[src/rtl/hazard_pkg.sv]
// hazard_pkg: forwarding source codes, the "operand not read" Tuse marker and
// the pipeline stage record shared by the hazard controller and its stage registers.
package hazard_pkg;

    localparam int ADDR_W_DEF = 5;
    localparam int T_W_DEF    = 3;

    localparam logic [1:0] FWD_RF = 2'd0;
    localparam logic [1:0] FWD_E  = 2'd1;
    localparam logic [1:0] FWD_M  = 2'd2;
    localparam logic [1:0] FWD_W  = 2'd3;

    localparam logic [T_W_DEF-1:0] TUSE_NONE = 3'd7;

    typedef struct packed {
        logic [ADDR_W_DEF-1:0] raddr0;
        logic [ADDR_W_DEF-1:0] raddr1;
        logic [ADDR_W_DEF-1:0] waddr;
        logic [T_W_DEF-1:0]    tnew;
    } stage_t;

endpackage

[src/rtl/hazard_stage_reg.sv]
// hazard_stage_reg: one pipeline stage record {raddr0, raddr1, waddr, tnew}
// with bubble load and optional saturating (or forced-zero) tnew on load.
module hazard_stage_reg
    import hazard_pkg::*;
#(
    parameter int ADDR_W    = ADDR_W_DEF,
    parameter int T_W       = T_W_DEF,
    parameter bit DEC       = 1'b0,
    parameter bit ZERO_TNEW = 1'b0
) (
    input  logic              clk,
    input  logic              rst_n,
    input  logic              bubble,
    input  logic [ADDR_W-1:0] raddr0_i,
    input  logic [ADDR_W-1:0] raddr1_i,
    input  logic [ADDR_W-1:0] waddr_i,
    input  logic [T_W-1:0]    tnew_i,
    output logic [ADDR_W-1:0] raddr0_o,
    output logic [ADDR_W-1:0] raddr1_o,
    output logic [ADDR_W-1:0] waddr_o,
    output logic [T_W-1:0]    tnew_o
);

    logic [ADDR_W-1:0] raddr0_d, raddr0_q;
    logic [ADDR_W-1:0] raddr1_d, raddr1_q;
    logic [ADDR_W-1:0] waddr_d, waddr_q;
    logic [T_W-1:0]    tnew_d, tnew_q;

    always_comb begin
        raddr0_d = bubble ? '0 : raddr0_i;
        raddr1_d = bubble ? '0 : raddr1_i;
        waddr_d  = bubble ? '0 : waddr_i;
        tnew_d   = (bubble || ZERO_TNEW) ? '0 :
                   (DEC && tnew_i != '0) ? tnew_i - T_W'(1) : tnew_i;
    end

    always_ff @(posedge clk or negedge rst_n) begin
        if (!rst_n) begin
            raddr0_q <= '0;
            raddr1_q <= '0;
            waddr_q  <= '0;
            tnew_q   <= '0;
        end else begin
            raddr0_q <= raddr0_d;
            raddr1_q <= raddr1_d;
            waddr_q  <= waddr_d;
            tnew_q   <= tnew_d;
        end
    end

    assign raddr0_o = raddr0_q;
    assign raddr1_o = raddr1_q;
    assign waddr_o  = waddr_q;
    assign tnew_o   = tnew_q;

endmodule

[src/rtl/hazard_ctrl.sv]
// hazard_ctrl: Tuse/Tnew stall and forwarding control for a 5-stage pipeline,
// tracking the E, M and W instruction records.
module hazard_ctrl
    import hazard_pkg::*;
#(
    parameter int ADDR_W = 5,
    parameter int T_W    = 3
) (
    input  logic              clk,
    input  logic              rst_n,
    input  logic [ADDR_W-1:0] d_raddr0,
    input  logic [ADDR_W-1:0] d_raddr1,
    input  logic [T_W-1:0]    d_tuse0,
    input  logic [T_W-1:0]    d_tuse1,
    input  logic [ADDR_W-1:0] d_waddr,
    input  logic [T_W-1:0]    d_tnew,
    output logic              stall,
    output logic [1:0]        fwd_d0,
    output logic [1:0]        fwd_d1,
    output logic [1:0]        fwd_e0,
    output logic [1:0]        fwd_e1,
    output logic              fwd_m1
);

    logic [ADDR_W-1:0] e_raddr0, e_raddr1, e_waddr;
    logic [ADDR_W-1:0] m_raddr0, m_raddr1, m_waddr;
    logic [ADDR_W-1:0] w_raddr0, w_raddr1, w_waddr;
    logic [T_W-1:0]    e_tnew, m_tnew, w_tnew;

    hazard_stage_reg #(.ADDR_W(ADDR_W), .T_W(T_W), .DEC(1'b0), .ZERO_TNEW(1'b0)) u_e (
        .clk(clk), .rst_n(rst_n), .bubble(stall),
        .raddr0_i(d_raddr0), .raddr1_i(d_raddr1), .waddr_i(d_waddr), .tnew_i(d_tnew),
        .raddr0_o(e_raddr0), .raddr1_o(e_raddr1), .waddr_o(e_waddr), .tnew_o(e_tnew)
    );

    hazard_stage_reg #(.ADDR_W(ADDR_W), .T_W(T_W), .DEC(1'b1), .ZERO_TNEW(1'b0)) u_m (
        .clk(clk), .rst_n(rst_n), .bubble(1'b0),
        .raddr0_i(e_raddr0), .raddr1_i(e_raddr1), .waddr_i(e_waddr), .tnew_i(e_tnew),
        .raddr0_o(m_raddr0), .raddr1_o(m_raddr1), .waddr_o(m_waddr), .tnew_o(m_tnew)
    );

    hazard_stage_reg #(.ADDR_W(ADDR_W), .T_W(T_W), .DEC(1'b1), .ZERO_TNEW(1'b1)) u_w (
        .clk(clk), .rst_n(rst_n), .bubble(1'b0),
        .raddr0_i(m_raddr0), .raddr1_i(m_raddr1), .waddr_i(m_waddr), .tnew_i(m_tnew),
        .raddr0_o(w_raddr0), .raddr1_o(w_raddr1), .waddr_o(w_waddr), .tnew_o(w_tnew)
    );

    // A producer blocks a reader only while its result arrives later than the reader needs it.
    function automatic logic hazard(input logic [ADDR_W-1:0] ra, input logic [T_W-1:0] tu,
                                    input logic [ADDR_W-1:0] ew, input logic [T_W-1:0] et,
                                    input logic [ADDR_W-1:0] mw, input logic [T_W-1:0] mt);
        return ra != '0 && ((ew == ra && et > tu) || (mw == ra && mt > tu));
    endfunction

    // The youngest matching stage decides; if its value is not ready yet, fall back to RF.
    function automatic logic [1:0] pick(input logic [ADDR_W-1:0] ra, input logic use_e,
                                        input logic [ADDR_W-1:0] ew, input logic [T_W-1:0] et,
                                        input logic [ADDR_W-1:0] mw, input logic [T_W-1:0] mt,
                                        input logic [ADDR_W-1:0] ww, input logic [T_W-1:0] wt);
        return ra == '0                ? FWD_RF :
               (use_e && ew == ra)     ? (et == '0 ? FWD_E : FWD_RF) :
               mw == ra                ? (mt == '0 ? FWD_M : FWD_RF) :
               ww == ra                ? (wt == '0 ? FWD_W : FWD_RF) : FWD_RF;
    endfunction

    always_comb begin
        stall  = hazard(d_raddr0, d_tuse0, e_waddr, e_tnew, m_waddr, m_tnew) ||
                 hazard(d_raddr1, d_tuse1, e_waddr, e_tnew, m_waddr, m_tnew);
        fwd_d0 = pick(d_raddr0, 1'b1, e_waddr, e_tnew, m_waddr, m_tnew, w_waddr, w_tnew);
        fwd_d1 = pick(d_raddr1, 1'b1, e_waddr, e_tnew, m_waddr, m_tnew, w_waddr, w_tnew);
        fwd_e0 = pick(e_raddr0, 1'b0, e_waddr, e_tnew, m_waddr, m_tnew, w_waddr, w_tnew);
        fwd_e1 = pick(e_raddr1, 1'b0, e_waddr, e_tnew, m_waddr, m_tnew, w_waddr, w_tnew);
        fwd_m1 = m_raddr1 != '0 && w_waddr == m_raddr1;
    end

    logic unused_ok;
    assign unused_ok = ^{w_raddr0, w_raddr1};

endmodule

[config.mk]
export PLATFORM = sky130hd
export DESIGN_NAME = hazard_ctrl
export DESIGN_NICKNAME = d
export VERILOG_FILES = /design/src/rtl/hazard_pkg.sv /design/src/rtl/hazard_stage_reg.sv /design/src/rtl/hazard_ctrl.sv
export SDC_FILE = /design/constraint.sdc
export NUM_CORES = 1
export LEC_CHECK = 0
export BUFFER_PORTS_ARGS = -buffer_cell sky130_fd_sc_hd__buf_2
export CORE_AREA = 2 2 82 84
export DETAILED_ROUTE_END_ITERATION = 8
export DIE_AREA = 0 0 84 86
export SLEW_MARGIN = 20
export SYNTH_ARGS = -nofsm -noshare
export SYNTH_HDL_FRONTEND = slang
export SYNTH_SLANG_ARGS = --single-unit
[constraint.sdc]
create_clock -name clk -period 3.65 [get_ports clk]
set_clock_uncertainty 0.2 [all_clocks]
set_input_delay 0.5475 -clock clk [delete_from_list [all_inputs] [get_ports clk]]
set_output_delay 0.5475 -clock clk [all_outputs]
set_load 0.02 [all_outputs]
==> flow_summary.json <==
{
  "io_buffers": 35,
  "ant_nets": 0,
  "relSlewSlack": 0.467,
  "dp.cells": 336,
  "grt_max_degree": 37,
  "drc": 0,
  "clk_pin_slew_ns": 0.08,
  "cts_buffers": 5,
  "clock_latency_ns": 0.29,
  "rr_startpoint": "u_e.tnew_o[0]",
  "globalplace.congestion": 0.893,
  "cp.required_ns": 2.90,
  "initialDrtViolationCount": 48,
  "finalSetupViolations": 0,
  "drive_gt1_frac": 0.258,
  "fin_area_um2": 2720,
  "wl_per_cell_um": 14.6,
  "finalSetupTns_ns": 0,
  "rsz0062_at_grt": "false",
  "cts-root-buf": "clkbuf_8",
  "synthTopCellsByArea": "dfrtp_1 37%, xnor2_1 12%, ha_1 7.1%",
  "clockBufferDepth": 2,
  "final_cell_mix": "36 x dfrtp_1, 35 x xnor2_1, 35 x buf_2",
  "irDropWorstVdd_mv": 0.217,
  "critPathLaunch": "u_m.waddr_o[4]",
  "ioPinCount": 36,
  "antenna_cells": 0,
  "vias": 1654,
  "gr-usage-all-layers": 0.153,
  "syn_area_um2": 2460,
  "placed_area_um2": 2610,
  "cpPeakStageDelay_ns": 0.53,
  "htreeDepth": 2,
  "dieArea_um2": 7220,
  "outcome": "finished clean",
  "ys_seq_elements": 36,
  "rows": 29,
  "instances_no_fill": 344,
  "finalNetCount": 306,
  "finalWorstPathRequiredPeriod_ns": 3.05,
  "drtPass1Iterations": 4,
  "grt_pass1_vias": 1708,
  "worstPathCellList": "xor2_1 > nor3_4 > o211ai_2 > o22ai_4 > or2_1 > buf_2",
  "cp_num_buf_inv": 1,
  "design_power_total_mw": 1.14,
  "die_w_um": 84,
  "hold_class": "in2async",
  "hpwl_um": 3840,
  "syn_area_per_cell_um2": 10.3,
  "cts_resized": 0,
  "worst_setup_path_start_kind": "flip-flop",
  "postLayoutCoreUtil": 0.433,
  "critPathMaxFanout": 19,
  "maxSlewViolCount": 0,
  "antenna_found_initial": 0,
  "timing.fmax_mhz": 328,
  "p_leak_nw": 1.24,
  "clock-sinks": 36,
  "critPathSlowestCell": "o22ai_4",
  "powerDensity_nw_per_um2": 418,
  "coreArea_um2": 6280,
  "ctsHoldBuffers": 0,
  "postRouteWirelength_um": 5010,
  "synth_top_cell_by_area": "dfrtp_1",
  "synth_top_area_frac": 0.366,
  "synth_cell_types": 40,
  "fin_crit_sh": 0.836,
  "postCtsSetupBuffers": 0,
  "critPathTopFamily": "compound AO/OA/AOI/OAI gates",
  "grt_first_pass_wirelength_um": 8480,
  "endpoint_kind": "output pin",
  "syn_inst": 239,
  "yosysWarnings": 0,
  "cts_tree": "done",
  "final_hold_viol_count": 0,
  "syn-num-nets": 279,
  "arrival_ns": 2.30,
  "drv_cap": 0,
  "grt-ovfl-total": 0,
  "critPathKind": "reg2out",
  "area_growth_pct": 10.5,
  "drt-vias-per-instance": 4.81,
  "yosysSeqAreaShare": 0.366,
  "final_common_cell": "dfrtp_1",
  "worst_slew_pin_slew_ns": 0.799,
  "start_util": 0.392,
  "die_h_um": 86
}
metrics by stage:
step	setup WS, ns	hold slack (ns)
CTS	0.586	0.160
floorplan	1.06	0.0519
global route	0.452	0.190
finish	0.598	0.130
detailed placement	0.708	0.223
global placement	0.718	0.232
worst reg2reg max path, stage by stage, from the launching register on:
cell	delay, ns
dfrtp_1	0.39
inv_1	0.14
ha_1	0.25
a32oi_1	0.20
o21ai_1	0.13
o22ai_4	0.54
nor3_1	0.15
logic make-up (layout without fill, tap and decap cells):
kind of cell | Yosys count | after routing | synth area share
AOI/OAI and AO/OA | 19 | 19 | 0.0702
xor gates and xnor gates | 55 | 55 | 0.196
adders and majority gates | 14 | 14 | 0.0712
buffers and inverters | 42 | 70 | 0.0916
DFF | 36 | 36 | 0.366
muxes | 4 | 4 | 0.0163
and+or+nand+nor | 69 | 69 | 0.188
Yosys cell counts, drive strengths merged:
master  count
a31oi       2
nor4        5
or4         2
and2        2
nand3b      2
ha         14
nand4       1
o21ai       3
o22ai       2
a211oi      2
a32oi       3
nand3       8
inv        27
or2         1
nand2       5
o211ai      1
xor2       20
mux2i       4
dfrtp      36
a31o        1
o21a        4
nor2        7
a21oi       1
nand2b      3
nor3       28
buf         9
nor2b       5
xnor2      35
clkbuf      6
power breakdown:
part	switching, mW	internal, mW
Sequential	0.0610	0.439
Combinational	0.145	0.137
Clock	0.153	0.202
Total	0.358	0.778
routing by layer:
layer	up-vias	GRT usage	part of all wire
met5	-	0	0
met2	42	0.247	0.47
met3	8	0.0414	0.041
met4	0	0.0587	0.026
li1	838	-	-
met1	766	0.197	0.46
layout make-up:
type / count / area, um2
Clock buffer: 5 / 68.8
Clock inverter: 3 / 42.5
Fill cell: 613 / 3560
Inverter: 27 / 101
Multi-Input combinational cell: 161 / 1330
Sequential cell: 36 / 901
Tap cell: 77 / 96.3
Timing Repair Buffer: 35 / 175
state kept, by name, summed over array words and instances (netlist names):
| name | flops |
|---|---|
| u_e.raddr0_o | 5 |
| u_e.raddr1_o | 5 |
| u_e.waddr_o | 5 |
| u_m.raddr1_o | 5 |
| u_m.waddr_o | 5 |
| u_w.waddr_o | 5 |
| u_e.tnew_o | 3 |
| u_m.tnew_o | 3 |
path summary, 6_finish.rpt:
kind                                         to  slack [ns]  cells past startpoint
worst max-delay path                      stall        0.60                      6
worst min-delay path            u_m.raddr1_o[0]        0.13                      1
worst max register to register  u_e.raddr1_o[4]        1.50                      6
worst min register to register   u_m.waddr_o[1]        0.24                      0
max in group asynchronous         u_m.tnew_o[2]        2.60                      1
min in group clk                 u_m.waddr_o[1]        0.24                      0
Note: power is estimated with default switching activity, not from simulation.
